--- src/rtl/clk_reset_sequencer_pkg.sv ---
// Shared types and default timing constants for the Ethernet clock/reset sequencer.
package eth_clk_pkg;

  typedef enum logic [2:0] {
    WAIT_LOCK = 3'd0,
    GT_RST    = 3'd1,
    WAIT_GT   = 3'd2,
    PCS_WAIT  = 3'd3,
    MAC_WAIT  = 3'd4,
    READY     = 3'd5
  } seq_state_t;

  localparam int unsigned SYNC_STAGES_DEF    = 2;
  localparam int unsigned GT_RST_CYCLES_DEF  = 16;
  localparam int unsigned DONE_TIMEOUT_DEF   = 1024;
  localparam int unsigned PCS_RST_CYCLES_DEF = 8;
  localparam int unsigned MAC_RST_CYCLES_DEF = 8;
  localparam int unsigned CNT_W_DEF          = 11;

endpackage

--- src/rtl/clk_reset_sequencer_sync_bit.sv ---
// Multi-flop synchroniser for a single asynchronous level, cleared by synchronous reset.
module sync_bit #(
  parameter int unsigned SYNC_STAGES = 2
) (
  input  logic clk,
  input  logic rst,
  input  logic d,
  output logic q
);

  logic [SYNC_STAGES-1:0] sync_q;
  logic [SYNC_STAGES-1:0] sync_d;

  always_comb begin
    sync_d = {sync_q[SYNC_STAGES-2:0], d};
  end

  always_ff @(posedge clk) begin
    if (rst) begin
      sync_q <= '0;
    end else begin
      sync_q <= sync_d;
    end
  end

  assign q = sync_q[SYNC_STAGES-1];

endmodule

--- src/rtl/clk_reset_sequencer.sv ---
// Releases GT, PCS/PMA and MAC resets in order once the forwarded clock is locked,
// re-sequencing on lock loss, GT reset-done loss or GT reset-done timeout.
module clk_reset_sequencer
  import eth_clk_pkg::*;
#(
  parameter int unsigned SYNC_STAGES    = SYNC_STAGES_DEF,
  parameter int unsigned GT_RST_CYCLES  = GT_RST_CYCLES_DEF,
  parameter int unsigned DONE_TIMEOUT   = DONE_TIMEOUT_DEF,
  parameter int unsigned PCS_RST_CYCLES = PCS_RST_CYCLES_DEF,
  parameter int unsigned MAC_RST_CYCLES = MAC_RST_CYCLES_DEF,
  parameter int unsigned CNT_W          = CNT_W_DEF
) (
  input  logic       clk,
  input  logic       rst,
  input  logic       locked,
  input  logic       gt_reset_done,
  output logic       gt_reset,
  output logic       pcs_reset,
  output logic       mac_reset,
  output logic       seq_ready,
  output logic [3:0] retry_count
);

  localparam logic [CNT_W-1:0] GT_LAST   = CNT_W'(GT_RST_CYCLES - 1);
  localparam logic [CNT_W-1:0] DONE_LAST = CNT_W'(DONE_TIMEOUT - 1);
  localparam logic [CNT_W-1:0] PCS_LAST  = CNT_W'(PCS_RST_CYCLES - 1);
  localparam logic [CNT_W-1:0] MAC_LAST  = CNT_W'(MAC_RST_CYCLES - 1);
  localparam logic [CNT_W-1:0] CNT_ONE   = CNT_W'(1);

  logic lk_s;
  logic done_s;

  seq_state_t       state_q, state_d;
  logic [CNT_W-1:0] cnt_q, cnt_d;
  logic [3:0]       retry_q, retry_d;
  logic             gt_reset_q, gt_reset_d;
  logic             pcs_reset_q, pcs_reset_d;
  logic             mac_reset_q, mac_reset_d;
  logic             seq_ready_q, seq_ready_d;

  sync_bit #(.SYNC_STAGES(SYNC_STAGES)) u_sync_locked (
    .clk (clk),
    .rst (rst),
    .d   (locked),
    .q   (lk_s)
  );

  sync_bit #(.SYNC_STAGES(SYNC_STAGES)) u_sync_done (
    .clk (clk),
    .rst (rst),
    .d   (gt_reset_done),
    .q   (done_s)
  );

  always_comb begin
    state_d = state_q;
    cnt_d   = cnt_q;
    retry_d = retry_q;

    case (state_q)
      WAIT_LOCK: begin
        cnt_d = '0;
        if (lk_s) state_d = GT_RST;
      end
      GT_RST: begin
        if (cnt_q == GT_LAST) begin
          state_d = WAIT_GT;
          cnt_d   = '0;
        end else begin
          cnt_d = cnt_q + CNT_ONE;
        end
      end
      WAIT_GT: begin
        if (done_s) begin
          state_d = PCS_WAIT;
          cnt_d   = '0;
        end else if (cnt_q == DONE_LAST) begin
          state_d = GT_RST;
          cnt_d   = '0;
          if (retry_q != 4'd15) retry_d = retry_q + 4'd1;
        end else begin
          cnt_d = cnt_q + CNT_ONE;
        end
      end
      PCS_WAIT: begin
        if (!done_s) begin
          state_d = GT_RST;
          cnt_d   = '0;
        end else if (cnt_q == PCS_LAST) begin
          state_d = MAC_WAIT;
          cnt_d   = '0;
        end else begin
          cnt_d = cnt_q + CNT_ONE;
        end
      end
      MAC_WAIT: begin
        if (!done_s) begin
          state_d = GT_RST;
          cnt_d   = '0;
        end else if (cnt_q == MAC_LAST) begin
          state_d = READY;
          cnt_d   = '0;
        end else begin
          cnt_d = cnt_q + CNT_ONE;
        end
      end
      READY: begin
        cnt_d = '0;
        if (!done_s) state_d = GT_RST;
      end
      default: begin
        state_d = WAIT_LOCK;
        cnt_d   = '0;
      end
    endcase

    // Lock loss overrides everything, including a timeout retry in the same cycle.
    if ((state_q != WAIT_LOCK) && !lk_s) begin
      state_d = WAIT_LOCK;
      cnt_d   = '0;
      retry_d = retry_q;
    end

    gt_reset_d  = (state_d == WAIT_LOCK) || (state_d == GT_RST);
    pcs_reset_d = (state_d != MAC_WAIT) && (state_d != READY);
    mac_reset_d = (state_d != READY);
    seq_ready_d = (state_d == READY);
  end

  always_ff @(posedge clk) begin
    if (rst) begin
      state_q     <= WAIT_LOCK;
      cnt_q       <= '0;
      retry_q     <= '0;
      gt_reset_q  <= 1'b1;
      pcs_reset_q <= 1'b1;
      mac_reset_q <= 1'b1;
      seq_ready_q <= 1'b0;
    end else begin
      state_q     <= state_d;
      cnt_q       <= cnt_d;
      retry_q     <= retry_d;
      gt_reset_q  <= gt_reset_d;
      pcs_reset_q <= pcs_reset_d;
      mac_reset_q <= mac_reset_d;
      seq_ready_q <= seq_ready_d;
    end
  end

  assign gt_reset    = gt_reset_q;
  assign pcs_reset   = pcs_reset_q;
  assign mac_reset   = mac_reset_q;
  assign seq_ready   = seq_ready_q;
  assign retry_count = retry_q;

endmodule

--- config.mk ---
export PLATFORM = sky130hd
export DESIGN_NAME = clk_reset_sequencer
export DESIGN_NICKNAME = d
export VERILOG_FILES = /design/src/rtl/clk_reset_sequencer_pkg.sv /design/src/rtl/clk_reset_sequencer_sync_bit.sv /design/src/rtl/clk_reset_sequencer.sv
export SDC_FILE = /design/constraint.sdc
export NUM_CORES = 1
export LEC_CHECK = 0
export ABC_CLOCK_PERIOD_IN_PS = 4800
export CORE_UTILIZATION = 55
export CTS_CLUSTER_DIAMETER = 30
export DETAILED_ROUTE_END_ITERATION = 10
export PLACE_DENSITY = 0.77
export SKIP_CTS_REPAIR_TIMING = 1
export SLEW_MARGIN = 20
export SYNTH_ARGS = -nofsm -noshare
export SYNTH_HDL_FRONTEND = slang
export SYNTH_HIERARCHICAL = 1
export SYNTH_SLANG_ARGS = --single-unit
--- constraint.sdc ---
create_clock -name clk -period 4.8 [get_ports clk]
set_clock_uncertainty 0.15 [all_clocks]
set_input_delay 0.96 -clock clk [delete_from_list [all_inputs] [get_ports clk]]
set_output_delay 0.96 -clock clk [all_outputs]
set_load 0.02 [all_outputs]
# Yosys cells after proc, flatten, opt, wreduce, memory -nomap -nowiden
# Cells that the tools add are included.
[word_totals]
regBits = 26
out_inout_bits = 8
elab_cells = 53
[classes]
add_sub_neg = 2
eq_ne = 13
muxes = 17
bitwise = 2
n_reduce_logical = 10
[ops]
columns = ["cell", "n"]
rows = [
  ["11-bit two-way mux", 5],
  ["11-bit case mux with 3 select lines", 1],
  ["3-bit two-way mux", 10],
  ["3-bit case mux with 6 select lines", 1],
  ["11-bit by 1-bit adder with 11-bit output (second input constant)", 1],
  ["11-bit by 10-bit == test with 1-bit output (second input constant)", 1],
  ["11-bit by 3-bit == test with 1-bit output (second input constant)", 1],
  ["11-bit by 4-bit == test with 1-bit output (second input constant)", 1],
  ["3-bit == test (second input constant)", 3],
  ["3-bit by 1-bit == test with 1-bit output (second input constant)", 2],
  ["3-bit by 2-bit == test with 1-bit output (second input constant)", 2],
  ["3-bit logical NOT", 2],
  ["3-bit inequality test (second input constant)", 2],
  ["5-bit AND reduction", 1],
  ["4-bit by 1-bit adder with 4-bit output (second input constant)", 1],
  ["4-bit inequality test (second input constant)", 1],
  ["2-bit OR reduction", 2],
  ["3-bit nonzero test", 1],
  ["1-bit logical AND", 2],
  ["1-bit NOT", 2],
  ["1-bit logical NOT", 1],
  ["1-bit logical OR", 1],
]

# Depth between registers and ports, before layout
[depth]
word_depth = 7
mapped_depth = 6
depth_no_buf = 5

# Modules after synthesis
# The synthesis kept the hierarchy.
[by_module_without_submodules]
columns = ["module", "instances", "cells_each", "area_per_inst_um2", "seq_area_each_um2"]
rows = [
  ["clk_reset_sequencer", 1, 133, 1181.1, 440.4],
  ["sync_bit", 2, 4, 52.6, 40.0],
]

# Worst setup path before layout
# No wires, ideal clock.
[synth_path]
path_kind = "input port to flip-flop"
startpoint = "in rst"
endpoint = "reg mac_reset_q, in the netlist mac_reset"
setup_ps = 114
arrival_time_ps = 1734
required_ps = 4536
path_slack_ps = 2802
path_stages = 4
path_buffers = 1
cell_sequence = "a21o_1 > or3_1 > clkbuf_1 > a21o_1"
[synth_lines]
columns = ["item", "line", "source"]
rows = [
  ["from (decl)", "clk_reset_sequencer.sv:14", "input logic rst,"],
  ["to (signal assigned)", "clk_reset_sequencer.sv:145", "mac_reset_q <= mac_reset_d;"],
  ["to (decl)", "clk_reset_sequencer.sv:38", "logic mac_reset_q, mac_reset_d;"],
]

# Final worst setup path
[layout_path]
startpoint = "in rst"
endpoint = "reg cnt_q[1]"
[layout_between]
elab_chain_len = 1
[layout_lines]
columns = ["item", "line", "source"]
rows = [
  ["2-bit OR reduction (no line)", "-", ""],
  ["to (signal assigned)", "clk_reset_sequencer.sv:141", "cnt_q <= cnt_d;"],
  ["to (decl)", "clk_reset_sequencer.sv:34", "logic [CNT_W-1:0] cnt_q, cnt_d;"],
]
# Every way passes these cells.
# A chain may end at the register's enable or synchronous reset.

==> flow_summary.toml <==
[run_status]
status = "complete, no violations"

[worst_setup_path]
cp.required_ns = 4.90
crit_slowest_cell = "clkdlybuf4s50_1"
end_kind = "flop"
cp_top_family = "compound AO/OA/AOI/OAI gates"
cp_max_fo = 11
arrival_ns = 2.66
cp-start-kind = "primary input"
r2r-start = "cnt_q[0]$_SDFF_PP0_"
cp_cell_sequence = "clkdlybuf4s50_1, nand2b_1, a311oi_1, a31oi_2, a21boi_0"
max_stage_delay_ns = 0.59
crit_type = "in2reg"
critPathLaunch = "rst"
path_buf_inv = 1

[cts]
cts_max_level = 1
clock_path_buffers = 2
cts_tree = "built"
cts_buffers = 3
clock_latency_ns = 0.31
clkTransAtPathRegs_ns = 0.13
clkSinkCount = 26
cts_root_buffer = "clkbuf_4"

[min_path]
min-delay-start = "u_sync_locked/sync_q[0]$_SDFF_PP0_"
hold_path_class = "reg2reg"

[yosys]
netlist_area_sq_mm = 0.00129
yosysWarnings = 6
synthTopCellsByArea = "dfxtp_1 40%, a21oi_1 6.6%, xnor2_1 3.4%, nand3_1 3.1%, nor2b_1 2.9%"
synth_top_area_share_pct = 40.5
syn-mean-instance-area_sq_um = 9.12
synth_seq_cells = 26
synth_nets = 147
synth_cell_types = 45
synth_area_leader_cell = "dfxtp_1"
synth_edf_count = 0
seq_area_frac_synth_pct = 40.5
synthCells = 141
synthFlopType = "dfxtp_1"
async_reset_ff_share_pct = 0

[floorplan]
die_x_um = 50.4
row_count = 17
die_area_sq_mm = 0.00254
core_area_sq_mm = 0.00221
io_pins = 12
die_y_um = 50.4
start_util_pct = 58.1

[power_and_ir_drop]
irDropWorstVdd_uv = 241
p_per_area_mw_per_mm2 = 237
leakage_nw = 0.494

[global_route]
grt.busiest_layer = "met2"
grt.total_usage_pct = 22.7
antenna_found_initial = 0
use_met1_pct = 30.5
grt_pass1_vias = 1000
grt_pass1_wl_mm = 4.37
grt_max_degree = 15
use_met2_pct = 35.8
grt-ovfl-total = 0
met3_usage_pct = 4.24

[sta]
max_slew_margin_pct = 39.9
hold_ws_ns = 0.301
period_needed_ns = 2.57
tightestPinTransition_ns = 0.894
hold_violations = 0
setup_violations = 0
period_share_pct = 53.5
final.setup.tns_ns = 0
max_freq_ghz = 0.390
rsz0062_at_grt = "no"
setup_ws_ns = 2.23
slew_viol_final = 0

[placement]
portBuffers = 11
place_ws_ns = 1.91
routabilityCongestion = 0.936
dp.cells = 175
dp_hpwl_mm = 1.82

[route]
via_per_inst = 6.01
routed_wl_mm = 2.52
drt_pre_antenna_iters = 4
postRouteAntennaNets = 0
wl_per_cell_um = 14.1
vias = 1075
drc = 0
drt_iter0_drc = 36

[finish]
drive_gt1_share_pct = 5.96
fin_nets = 158
fin_cells = 179
diodes = 0
area_growth_pct = 11.4
fillers = 191

[run]
drv_cap = 0
-- power breakdown --
group | leakage [nW] | switching [mW] | internal (mW)
Clock | 0.0210 | 0.0621 | 0.0463
Combinational | 0.263 | 0.00563 | 0.00558
Sequential | 0.210 | 0.00237 | 0.218
Total | 0.494 | 0.0701 | 0.270
-- worst register-to-register path, cell delays in order, from the launching register on --
cell and delay, ns:
dfxtp_1 0.41, ha_1 0.22, and3_1 0.42, nand3_1 0.37, a31oi_2 0.53, a21boi_0 0.15
-- final cells by class --
cell class | instances | area [sq um] | share of cell area, %
sequential | 26 | 520 | 36.3
tap | 28 | 35.0 | 2.45
multi-input combinational | 102 | 701 | 48.9
timing repair buffer | 11 | 110 | 7.69
inverter | 8 | 30.0 | 2.10
clock buffer | 4 | 36.3 | 2.53
-- metal layers --
metal  routed length (um)  vias to the layer above
li1                     -                      543
met1                 1170                      499
met2                 1230                       33
met3                  120                        0
met4                    0                        0
met5                    0                        -
-- per-stage QoR --
| stage | util (%) | area (sq um) | power (mW) |
|---|---|---|---|
| 2_1_floorplan | - | 1290 | 0.231 |
| 3_3_place_gp | 63.1 | 1400 | 0.236 |
| 3_5_place_dp | 63.1 | 1400 | 0.236 |
| 4_1_cts | 64.8 | 1430 | 0.344 |
| 5_1_grt | 64.8 | 1430 | 0.352 |
| 6_report | 64.8 | 1430 | 0.340 |
-- cells in the mapped netlist (2+ instances only) --
library cell,n
and3b_1,2
o2111ai_1,2
buf_6,2
or3_1,4
clkbuf_1,2
dfxtp_1,26
a32oi_1,2
ha_1,2
inv_1,8
a31oi_1,2
o31ai_1,3
nand3_1,8
a21o_1,2
nor3_1,2
and3_1,3
and4_1,2
nand2b_1,3
nor2_1,4
nand4_1,3
o21ai_0,3
xnor2_1,5
and2_1,3
o311a_1,2
nor2b_1,6
or4_1,2
xor2_1,3
a21oi_1,17
-- sequential cells by signal, indices dropped and copies added, names as in the netlist --
name,cells
gt_reset,1
u_sync_locked/sync_q,2
seq_ready,1
pcs_reset,1
mac_reset,1
state_q,3
retry_count,4
cnt_q,11
u_sync_done/sync_q,2
-- final timing paths --
path	end	slack (ns)	cells past startpoint
worst max-delay path	cnt_q[1]$_SDFF_PP0_	2.23	5
worst min-delay path	u_sync_locked/sync_q[1]$_SDFF_PP0_	0.30	1
worst max register to register	cnt_q[1]$_SDFF_PP0_	2.44	5
worst min register to register	u_sync_locked/sync_q[1]$_SDFF_PP0_	0.30	1
-- cells in the final DEF, fill, tap and decap left out, types with 4 or more instances in the layout --
cell type / netlist / routed
a21oi_1: 17 / 17
clkdlybuf4s50_1: 0 / 11
dfxtp_1: 26 / 26
inv_1: 8 / 8
nand3_1: 8 / 8
nor2_1: 4 / 4
nor2b_1: 6 / 6
or3_1: 4 / 4
xnor2_1: 5 / 5
-- logic make-up after synthesis --
kind of cell | share of synthesized area (%)
flip-flops | 40.5
buffers and inverters | 5.06
adder cells (fa/ha/maj) | 1.95
AND/OR/NAND/NOR | 25.0
AO/OA/AOI/OAI | 22.1
XOR/XNOR | 5.45
No activity file was read; power rests on OpenSTA's default activity.
